## config.mk

```make
export PLATFORM = sky130hd
export DESIGN_NAME = fb_arbiter
export DESIGN_NICKNAME = d
export VERILOG_FILES = /design/src/rtl/fb_pkg.sv /design/src/rtl/fb_wbuf.sv /design/src/rtl/fb_arbiter.sv
export SDC_FILE = /design/constraint.sdc
export NUM_CORES = 1
export LEC_CHECK = 0
export ABC_AREA = 1
export BUFFER_PORTS_ARGS = -buffer_cell sky130_fd_sc_hd__buf_2
export CORE_UTILIZATION = 55
export DETAILED_ROUTE_END_ITERATION = 12
export GPL_TIMING_DRIVEN = 0
export PLACE_DENSITY_LB_ADDON = 0.05
export SYNTH_ARGS = -nofsm -noshare
export SYNTH_HDL_FRONTEND = slang
export SYNTH_SLANG_ARGS = --single-unit
```

## constraint.sdc

```tcl
create_clock -name clk -period 2.75 [get_ports clk]
set_clock_uncertainty 0.05 [all_clocks]
set_input_delay 0.1375 -clock clk [delete_from_list [all_inputs] [get_ports clk]]
set_output_delay 0.1375 -clock clk [all_outputs]
set_load 0.1 [all_outputs]
```

## src/rtl/fb_pkg.sv

```systemverilog
// Shared types and widths for the frame-buffer arbiter and its write buffer.
// Pure declarations: no latency, no flow control.
package fb_pkg;

  localparam int FB_ADDR_W = 17;
  localparam int FB_DATA_W = 9;
  localparam int FB_DBG_W  = 16;

  typedef enum logic [1:0] {
    GNT_IDLE,
    GNT_RD,
    GNT_WR,
    GNT_WR_FORCED
  } gnt_e;

endpackage

```

## src/rtl/fb_wbuf.sv

```systemverilog
// Synchronous FIFO: an entry pushed in cycle N is visible at the head in N+1.
// Backpressure: a push while full is refused, even if a pop happens in the same cycle.
module fb_wbuf #(
  parameter int WIDTH = 8,
  parameter int DEPTH = 4,
  localparam int PTR_W = $clog2(DEPTH),
  localparam int CNT_W = PTR_W + 1
) (
  input  logic             clk_i,
  input  logic             rst_i,
  input  logic             push_i,
  input  logic [WIDTH-1:0] din_i,
  input  logic             pop_i,
  output logic [WIDTH-1:0] dout_o,
  output logic             full_o,
  output logic             empty_o,
  output logic [CNT_W-1:0] count_o
);

  logic [WIDTH-1:0] mem_q [DEPTH];
  logic [PTR_W-1:0] wr_ptr_q, wr_ptr_d;
  logic [PTR_W-1:0] rd_ptr_q, rd_ptr_d;
  logic [CNT_W-1:0] cnt_q, cnt_d;
  logic             do_push, do_pop;

  assign full_o  = (cnt_q == CNT_W'(DEPTH));
  assign empty_o = (cnt_q == '0);
  assign count_o = cnt_q;
  assign dout_o  = mem_q[rd_ptr_q];

  assign do_push = push_i && !full_o;
  assign do_pop  = pop_i && !empty_o;

  always_comb begin
    wr_ptr_d = do_push ? wr_ptr_q + 1'b1 : wr_ptr_q;
    rd_ptr_d = do_pop ? rd_ptr_q + 1'b1 : rd_ptr_q;
    cnt_d    = cnt_q;
    case ({do_push, do_pop})
      2'b10:   cnt_d = cnt_q + 1'b1;
      2'b01:   cnt_d = cnt_q - 1'b1;
      default: cnt_d = cnt_q;
    endcase
  end

  always_ff @(posedge clk_i) begin
    if (rst_i) begin
      wr_ptr_q <= '0;
      rd_ptr_q <= '0;
      cnt_q    <= '0;
    end else begin
      wr_ptr_q <= wr_ptr_d;
      rd_ptr_q <= rd_ptr_d;
      cnt_q    <= cnt_d;
    end
  end

  always_ff @(posedge clk_i) begin
    if (do_push) mem_q[wr_ptr_q] <= din_i;
  end

endmodule

```

## src/rtl/fb_arbiter.sv

```systemverilog
// Single-port frame-buffer arbiter: reads win, buffered writes drain in idle cycles, read data 2 cycles after grant.
// Backpressure: wr_ready drops while the write buffer is full; a long-full buffer forces one write and drops that read.
module fb_arbiter
  import fb_pkg::*;
#(
  parameter int ADDR_W     = FB_ADDR_W,
  parameter int DATA_W     = FB_DATA_W,
  parameter int WBUF_DEPTH = 4,
  parameter int STARVE_LIM = 8
) (
  input  logic                clk,
  input  logic                rst,
  input  logic                rd_req,
  input  logic [ADDR_W-1:0]   rd_addr,
  output logic                rd_valid,
  output logic [DATA_W-1:0]   rd_data,
  input  logic                wr_req,
  input  logic [ADDR_W-1:0]   wr_addr,
  input  logic [DATA_W-1:0]   wr_data,
  output logic                wr_ready,
  output logic                mem_en,
  output logic                mem_we,
  output logic [ADDR_W-1:0]   mem_addr,
  output logic [DATA_W-1:0]   mem_wdata,
  input  logic [DATA_W-1:0]   mem_rdata,
  output logic [FB_DBG_W-1:0] stall_cnt
);

  localparam int ENT_W = ADDR_W + DATA_W;
  localparam int CNT_W = $clog2(WBUF_DEPTH) + 1;
  localparam int STV_W = $clog2(STARVE_LIM) + 1;

  gnt_e                gnt;
  logic                wb_push, wb_full, wb_empty;
  logic [ENT_W-1:0]    wb_head;
  logic [CNT_W-1:0]    wb_level_unused;
  logic [ADDR_W-1:0]   head_addr;
  logic [DATA_W-1:0]   head_data;
  logic                force_wr, is_wr;
  logic [STV_W-1:0]    starve_q, starve_d;
  logic [FB_DBG_W-1:0] stall_q, stall_d;
  logic                rd_pend_q, rd_valid_q;
  logic [DATA_W-1:0]   rd_data_q;
  logic [ADDR_W-1:0]   hold_addr_q;
  logic [DATA_W-1:0]   hold_wdata_q;

  assign {head_addr, head_data} = wb_head;
  assign wr_ready = !rst && !wb_full;
  assign wb_push  = wr_req && wr_ready;
  assign is_wr    = (gnt == GNT_WR) || (gnt == GNT_WR_FORCED);

  fb_wbuf #(
    .WIDTH(ENT_W),
    .DEPTH(WBUF_DEPTH)
  ) u_wbuf (
    .clk_i  (clk),
    .rst_i  (rst),
    .push_i (wb_push),
    .din_i  ({wr_addr, wr_data}),
    .pop_i  (is_wr),
    .dout_o (wb_head),
    .full_o (wb_full),
    .empty_o(wb_empty),
    .count_o(wb_level_unused)
  );

  // Full implies non-empty, so a forced grant always has a head to write.
  assign force_wr = wb_full && (starve_q == STV_W'(STARVE_LIM - 1));

  always_comb begin
    gnt = GNT_IDLE;
    if (!rst) begin
      if (force_wr)       gnt = GNT_WR_FORCED;
      else if (rd_req)    gnt = GNT_RD;
      else if (!wb_empty) gnt = GNT_WR;
    end
  end

  always_comb begin
    mem_en    = 1'b0;
    mem_we    = 1'b0;
    mem_addr  = hold_addr_q;
    mem_wdata = hold_wdata_q;
    unique case (gnt)
      GNT_RD: begin
        mem_en   = 1'b1;
        mem_addr = rd_addr;
      end
      GNT_WR, GNT_WR_FORCED: begin
        mem_en    = 1'b1;
        mem_we    = 1'b1;
        mem_addr  = head_addr;
        mem_wdata = head_data;
      end
      GNT_IDLE: begin
      end
    endcase
    if (rst) begin
      mem_addr  = '0;
      mem_wdata = '0;
    end
  end

  always_comb begin
    starve_d = (wb_full && !is_wr) ? starve_q + 1'b1 : '0;
    stall_d  = stall_q;
    if (wr_req && !wr_ready && (stall_q != '1)) stall_d = stall_q + 1'b1;
  end

  always_ff @(posedge clk) begin
    if (rst) begin
      starve_q     <= '0;
      stall_q      <= '0;
      rd_pend_q    <= 1'b0;
      rd_valid_q   <= 1'b0;
      rd_data_q    <= '0;
      hold_addr_q  <= '0;
      hold_wdata_q <= '0;
    end else begin
      starve_q     <= starve_d;
      stall_q      <= stall_d;
      rd_pend_q    <= (gnt == GNT_RD);
      rd_valid_q   <= rd_pend_q;
      if (rd_pend_q) rd_data_q <= mem_rdata;
      hold_addr_q  <= mem_addr;
      hold_wdata_q <= mem_wdata;
    end
  end

  assign rd_valid  = rd_valid_q && !rst;
  assign rd_data   = rd_data_q;
  assign stall_cnt = stall_q;

endmodule

```

# --- After elaboration in Yosys (flattened, before gate mapping) ---
# Memories as Yosys holds them, arrays and structs flattened. A register that Yosys moved wholly into a read port is not among the register bits.
# Cells that the tools add are included.
word_totals:
  memories: 1
  wordCells: 61
  mem_bits_rw: 104
  output_inout_bits: 55
  regBits: 64
mem_list:
  columns: ["name", "depth", "word_bits", "read_ports", "rd_clocked_by_memory_dff", "wr", "line", "text"]
  rows:
  - ["u_wbuf.mem_q", 4, 26, 1, 1, 1, "fb_wbuf.sv:20", "logic [WIDTH-1:0] mem_q [DEPTH];"]
classes:
  bitwise: 1
  muxes: 15
  n_reduce_logical: 20
  n_addsub: 6
  eq_ne: 8
op_table:
  columns: ["operator", "n"]
  rows:
  - ["case mux 17 bit (2 select lines)", 1]
  - ["2-to-1 mux 9 bit", 2]
  - ["2-to-1 mux 17 bit", 1]
  - ["adder 16 x 1 -> 16 bit, second input constant", 1]
  - ["!= test 16 bit, second input constant", 1]
  - ["2-to-1 mux 2 bit", 6]
  - ["logical AND 1 bit", 9]
  - ["equality test 2 bit, second input constant", 3]
  - ["case mux 3 bit (2 select lines)", 1]
  - ["zero test 1 bit", 5]
  - ["adder 2 x 1 -> 2 bit, second input constant", 2]
  - ["adder 4 x 1 -> 4 bit, second input constant", 1]
  - ["equality test 2 x 1 -> 1 bit, second input constant", 2]
  - ["equality test 4 x 3 -> 1 bit, second input constant", 1]
  - ["2-to-1 mux 1 bit", 4]
  - ["OR reduction 2 bit", 2]
  - ["adder 3 x 1 -> 3 bit, second input constant", 1]
  - ["equality test 3 bit, second input constant", 1]
  - ["zero test 3 bit", 1]
  - ["OR reduction 3 bit", 1]
  - ["subtractor 3 x 1 -> 3 bit, second input constant", 1]
  - ["nonzero test 2 bit", 1]
  - ["logical OR 1 bit", 1]
  - ["inverter 1 bit", 1]

# --- Logic depth before layout (Yosys ltp) ---
depth:
  word_depth: 11
  ltp_mapped: 15
  depth_no_buf: 14

# --- Modules after synthesis ---
# Synthesis repeated with hierarchy kept, for this count alone.
unflattened:
  cells_unflattened: 757
  hier_area_um2: 7285.7
by_module_without_submodules:
  columns: ["mod", "cells_per_inst", "area_per_inst_um2", "n_inst", "seq_area_each_um2"]
  rows:
  - ["fb_wbuf", 321, 4337.9, 1, 3303.2]
  - ["fb_arbiter", 436, 2947.8, 1, 1141.1]

# --- Least setup slack after synthesis ---
# Ideal clock, no wire load.
synth_timing:
  path_kind: "reg2reg"
  startpoint: "register u_wbuf.cnt_q[1], in the netlist u_wbuf.count_o[1]"
  endpoint: "memory u_wbuf.mem_q[0][0] (netlist bit), enable pin"
  setup_ns: 0.409
  t_arrival_ns: 2.690
  path_slack_ns: -0.399
  required_ns: 2.291
  path_stages_with_launch: 7
  period_less_slack_ns: 3.149
  cell_sequence: "dfxtp_1 > nor2_4 > nand2_2 > nand2_1 > inv_1 > nand2_1 > nor2_1"
synth_via:
  elab_chain_cells: 7
synth_rtl:
  columns: ["item", "line", "text"]
  rows:
  - ["start, declared", "fb_wbuf.sv:23", "logic [CNT_W-1:0] cnt_q, cnt_d;"]
  - ["start signal, assigned", "fb_wbuf.sv:53", "cnt_q <= cnt_d;"]
  - ["equality test 3 bit", "fb_wbuf.sv:26", "assign full_o = (cnt_q == CNT_W'(DEPTH));"]
  - ["zero test 1 bit", "fb_arbiter.sv:48", "assign wr_ready = !rst && !wb_full;"]
  - ["logical AND 1 bit", "fb_arbiter.sv:48", null]
  - ["named net wr_ready", "fb_arbiter.sv:20", "output logic wr_ready,"]
  - ["logical AND 1 bit", "fb_arbiter.sv:49", "assign wb_push = wr_req && wr_ready;"]
  - ["logical AND 1 bit", "fb_wbuf.sv:31", "assign do_push = push_i && !full_o;"]
  - ["2-to-1 mux 1 bit", "fb_wbuf.sv:58", "if (do_push) mem_q[wr_ptr_q] <= din_i;"]
  - ["2-to-1 mux 1 bit (not written as such)", "fb_wbuf.sv:58", null]
  - ["end, declared", "fb_wbuf.sv:20", null]
# The timed path passes the listed nets, and every way through them passes these cells.

# --- Worst setup path after layout ---
layout_timing:
  startpoint: "register starve_q[0]"
  endpoint: "register u_wbuf.cnt_q[2], in the netlist u_wbuf.count_o[2]"
layout_via:
  elab_chain_cells: 9
  elab_cells_between_ends: 12
layout_rtl:
  columns: ["item", "line", "text"]
  rows:
  - ["start, declared", "fb_arbiter.sv:40", "logic [STV_W-1:0] starve_q, starve_d;"]
  - ["start signal, assigned", "fb_arbiter.sv:120", "starve_q <= starve_d;"]
  - ["equality test 4 x 3 -> 1 bit (*)", "fb_arbiter.sv:68", "assign force_wr = wb_full && (starve_q == STV_W'(STARVE_LIM - 1));"]
  - ["logical AND 1 bit (*)", "fb_arbiter.sv:68", null]
  - ["2-to-1 mux 2 bit (*)", "fb_arbiter.sv:73", "if (force_wr) gnt = GNT_WR_FORCED;"]
  - ["2-to-1 mux 2 bit (*)", "fb_arbiter.sv:72", "if (!rst) begin"]
  - ["equality test 2 bit", "fb_arbiter.sv:50", "assign is_wr = (gnt == GNT_WR) || (gnt == GNT_WR_FORCED);"]
  - ["logical OR 1 bit (*)", "fb_arbiter.sv:50", null]
  - ["logical AND 1 bit (*)", "fb_wbuf.sv:32", "assign do_pop = pop_i && !empty_o;"]
  - ["named net u_wbuf.do_pop", "fb_wbuf.sv:24", "logic do_push, do_pop;"]
  - ["equality test 2 x 1 -> 1 bit / equality test 2 bit (equally long branches)", "fb_wbuf.sv:38", "case ({do_push, do_pop})"]
  - ["case mux 3 bit (2 select lines) / nonzero test 2 bit (equally long branches)", null, null]
# The timed path passes the listed nets; every way through them passes the cells marked *.
# A chain may end at the register's enable or synchronous reset.

==> out/results.txt <==
worst slew pin tran -> 0.910 ns
Syn Nets -> 866
Pwr per Cell Area -> 672 nW/um2
crit path time final -> 2.58 ns
Netlist cell types -> 34
Startpoint Class -> flip-flop
Clock Path Buffers -> 2
dpl hpwl -> 11100 um
routed length per instance -> 14.6 um
Fin Hold WS -> 0.0397 ns
Top Ports -> 111
Die Area -> 13800 um2
Leakage -> 0.00410 uW
first-pass iteration count of the detailed router -> 7
Post-Syn Area -> 7340 um2
critical path's largest stage delay -> 0.36 ns
sequential area share after synthesis -> 60.5%
Yosys reg bits -> 170
NumNets Final -> 1028
CTS Buf Count -> 17
CP Class -> flip-flop to flip-flop
Comb power frac -> 16.0%
met1 WL -> 7530 um
num rows -> 41
Reg power frac -> 46.5%
first-pass GRT wire length -> 26700 um
root buffer cell -> clkbuf_16
Final Hold Violating Endpoints -> 0
worst-path fanout max -> 10
number of fill cells -> 1032
DR DRC count -> 0
DR vias -> 5945
CTS tree -> yes
syn_area_per_cell -> 9.15 um2
Pint -> 4370 uW
normalized max-slew margin -> 39.2%
Critical Path, Cell by Cell -> ha_1 > nand2_1 > nor2_2 > nand2_4 > nand2_4 > nand2_2 > inv_2 > buf_6 > ha_1 > inv_1 > fa_2 > a21oi_2 > o21ai_0 > o21ai_0 > a21oi_1
commonest non-fill, non-tap cell in the layout -> nand2_1
total gr overflow -> 0
DRT iter0 DRCs -> 457
die height -> 118 um
Sw Ratio -> 28.2%
share of cells above drive strength 1 -> 19.7%
Max rail drop VDD -> 0.000428 V
pin count of the biggest net entering global routing -> 27
total wire length -> 16800 um
Sw Pwr -> 1720 uW
post-CTS setup buffer count -> 0
dpl ws -> 0.0443 ns
antenna violations before repair -> 0
CP endpoint kind -> flip-flop
Port-buffer cells -> 108
core region area -> 12800 um2
H-tree Lvls -> 4
RSZ-0062 raised after global routing -> no
clock sinks -> 170
Max Cap Violations -> 0
Initial Util -> 57.2%
slowest CP cell -> dfxtp_1
Reg clk slew, reported paths -> 0.06 ns
Antenna Cells -> 0
hold crit path type -> primary input to flip-flop
Max Freq -> 388 MHz
post-detailed-route count of antenna-violating nets -> 0
met3 routed WL -> 948 um
worst skew pair latency -> 0.43 ns
Design Power -> 6090 uW
P&R area growth vs syn -> 23.4%
Total GRT Usage -> 25.0%
endpoints failing setup -> 0
Critical Path RT -> 3.01 ns
vias in the first global route -> 5548
routability cong. -> 0.853
commonest non-fill, non-tap cells in the layout -> nand2_1, buf_2, nor2_1
routed vias/inst -> 5.17
Final WS setup -> 0.172 ns
max-slew violation count -> 0
outcome -> completed
top sig layer -> met4
clock share of power -> 37.5%
Final Instance Count excl. Fillers -> 1149
Post-Synthesis Cells -> 802
crit path DAT -> 2.84 ns
dpl cells -> 1082
die width -> 118 um
period utilisation layout -> 93.7%
Yosys Warn Count -> 0
WL met2 -> 8000 um
-- flip-flops by register name, indices dropped and copies added (netlist names), named ones only --
| name | flops |
|---|---|
| rd_valid_q | 1 |
| u_wbuf.count_o | 3 |
| stall_cnt | 16 |
| u_wbuf.wr_ptr_q | 2 |
| starve_q | 4 |
| u_wbuf.rd_ptr_q | 2 |
| rd_pend_q | 1 |
| hold_addr_q | 17 |
| hold_wdata_q | 9 |
| rd_data | 9 |
| u_wbuf.mem_q | 104 |
-- stage by stage --
stage          cell area [um2]  util, %  setup TNS, ns
6_report                  9060     70.6              0
5_1_grt                   9060     70.6              0
4_1_cts                   9040     70.5              0
3_5_place_dp              8130     63.4              0
3_3_place_gp              8100     63.1         -61.25
2_1_floorplan             7340        -         -41.53
-- cells by family (layout without fill, tap and decap cells) --
kind of cell,after synthesis,in the layout,share of synthesized area (%)
compound gates,84,84,6.51
xor+xnor,8,8,0.955
fa+ha+maj,8,8,1.47
buf+inv,125,300,7.16
flops,170,170,60.5
simple gates,407,407,23.4
-- final cells by class --
type                            count  area (um2)  share of cell area [%]
Buffer                             35         190                    2.10
Clock buffer                       21         440                    4.86
Clock inverter                     11         121                    1.34
Inverter                           90         338                    3.73
Multi-Input combinational cell    507        2420                    26.7
Sequential cell                   170        4440                    49.1
Tap cell                          172         215                    2.38
Timing Repair Buffer              143         891                    9.84
-- worst max-delay path: cells and delay by family, from the launching register on --
kind,cells,cell delay [ns]
buf+inv,3,0.32
fa+ha+maj,3,0.70
compound gates,4,0.51
simple gates,5,0.51
flops,1,0.36
-- cells in the mapped netlist, drive strengths merged --
cell type	count	area, um2
nand3	43	220
o22ai	9	56.3
and3	1	6.26
nand2	223	857
edfxtp	104	3120
xor2	5	43.8
ha	7	87.6
dfxtp	66	1320
nand4	22	138
inv	89	334
xnor2	3	26.3
nor2	116	477
fa	1	20.0
o21ai	51	255
clkbuf	14	52.6
clkinv	1	3.75
nor3	1	10.0
a31oi	2	27.5
buf	21	135
a21oi	21	131
nand3b	1	7.51
a21boi	1	7.51
-- what timing repair did --
| item | CTS | global route |
|---|---|---|
| gates resized for setup | 1 | 7 |
| endpoints found under the hold margin | 113 | 0 |
| gates cloned | 0 | 0 |
| endpoints found under the setup margin | 1 | 6 |
| hold buffers | 35 | 0 |
-- per-layer routing --
metal / track usage, % / vias up
met2: 41.4 / 216
met5: 0 / -
met4: 11.1 / 0
met1: 32.2 / 2767
met3: 4.41 / 26
li1: - / 2936
-- power groups by stage --
stage	combinational (uW)	clock [uW]	sequential (uW)
2_1_floorplan	625	0	2960
3_3_place_gp	906	0	2880
3_5_place_dp	928	0	2880
4_1_cts	970	2300	2830
5_1_grt	1050	2390	2840
6_report	977	2280	2830
-- final timing paths --
check	from	end	slack [ns]	cells past startpoint
worst max-delay path	starve_q[0]	u_wbuf.count_o[2]	0.17	15
worst min-delay path	rd_addr[12]	hold_addr_q[12]	0.04	5
worst max register to register	starve_q[0]	u_wbuf.count_o[2]	0.17	15
worst min register to register	hold_wdata_q[6]	hold_wdata_q[6]	0.40	2
No activity file was read; power rests on OpenSTA's default activity.
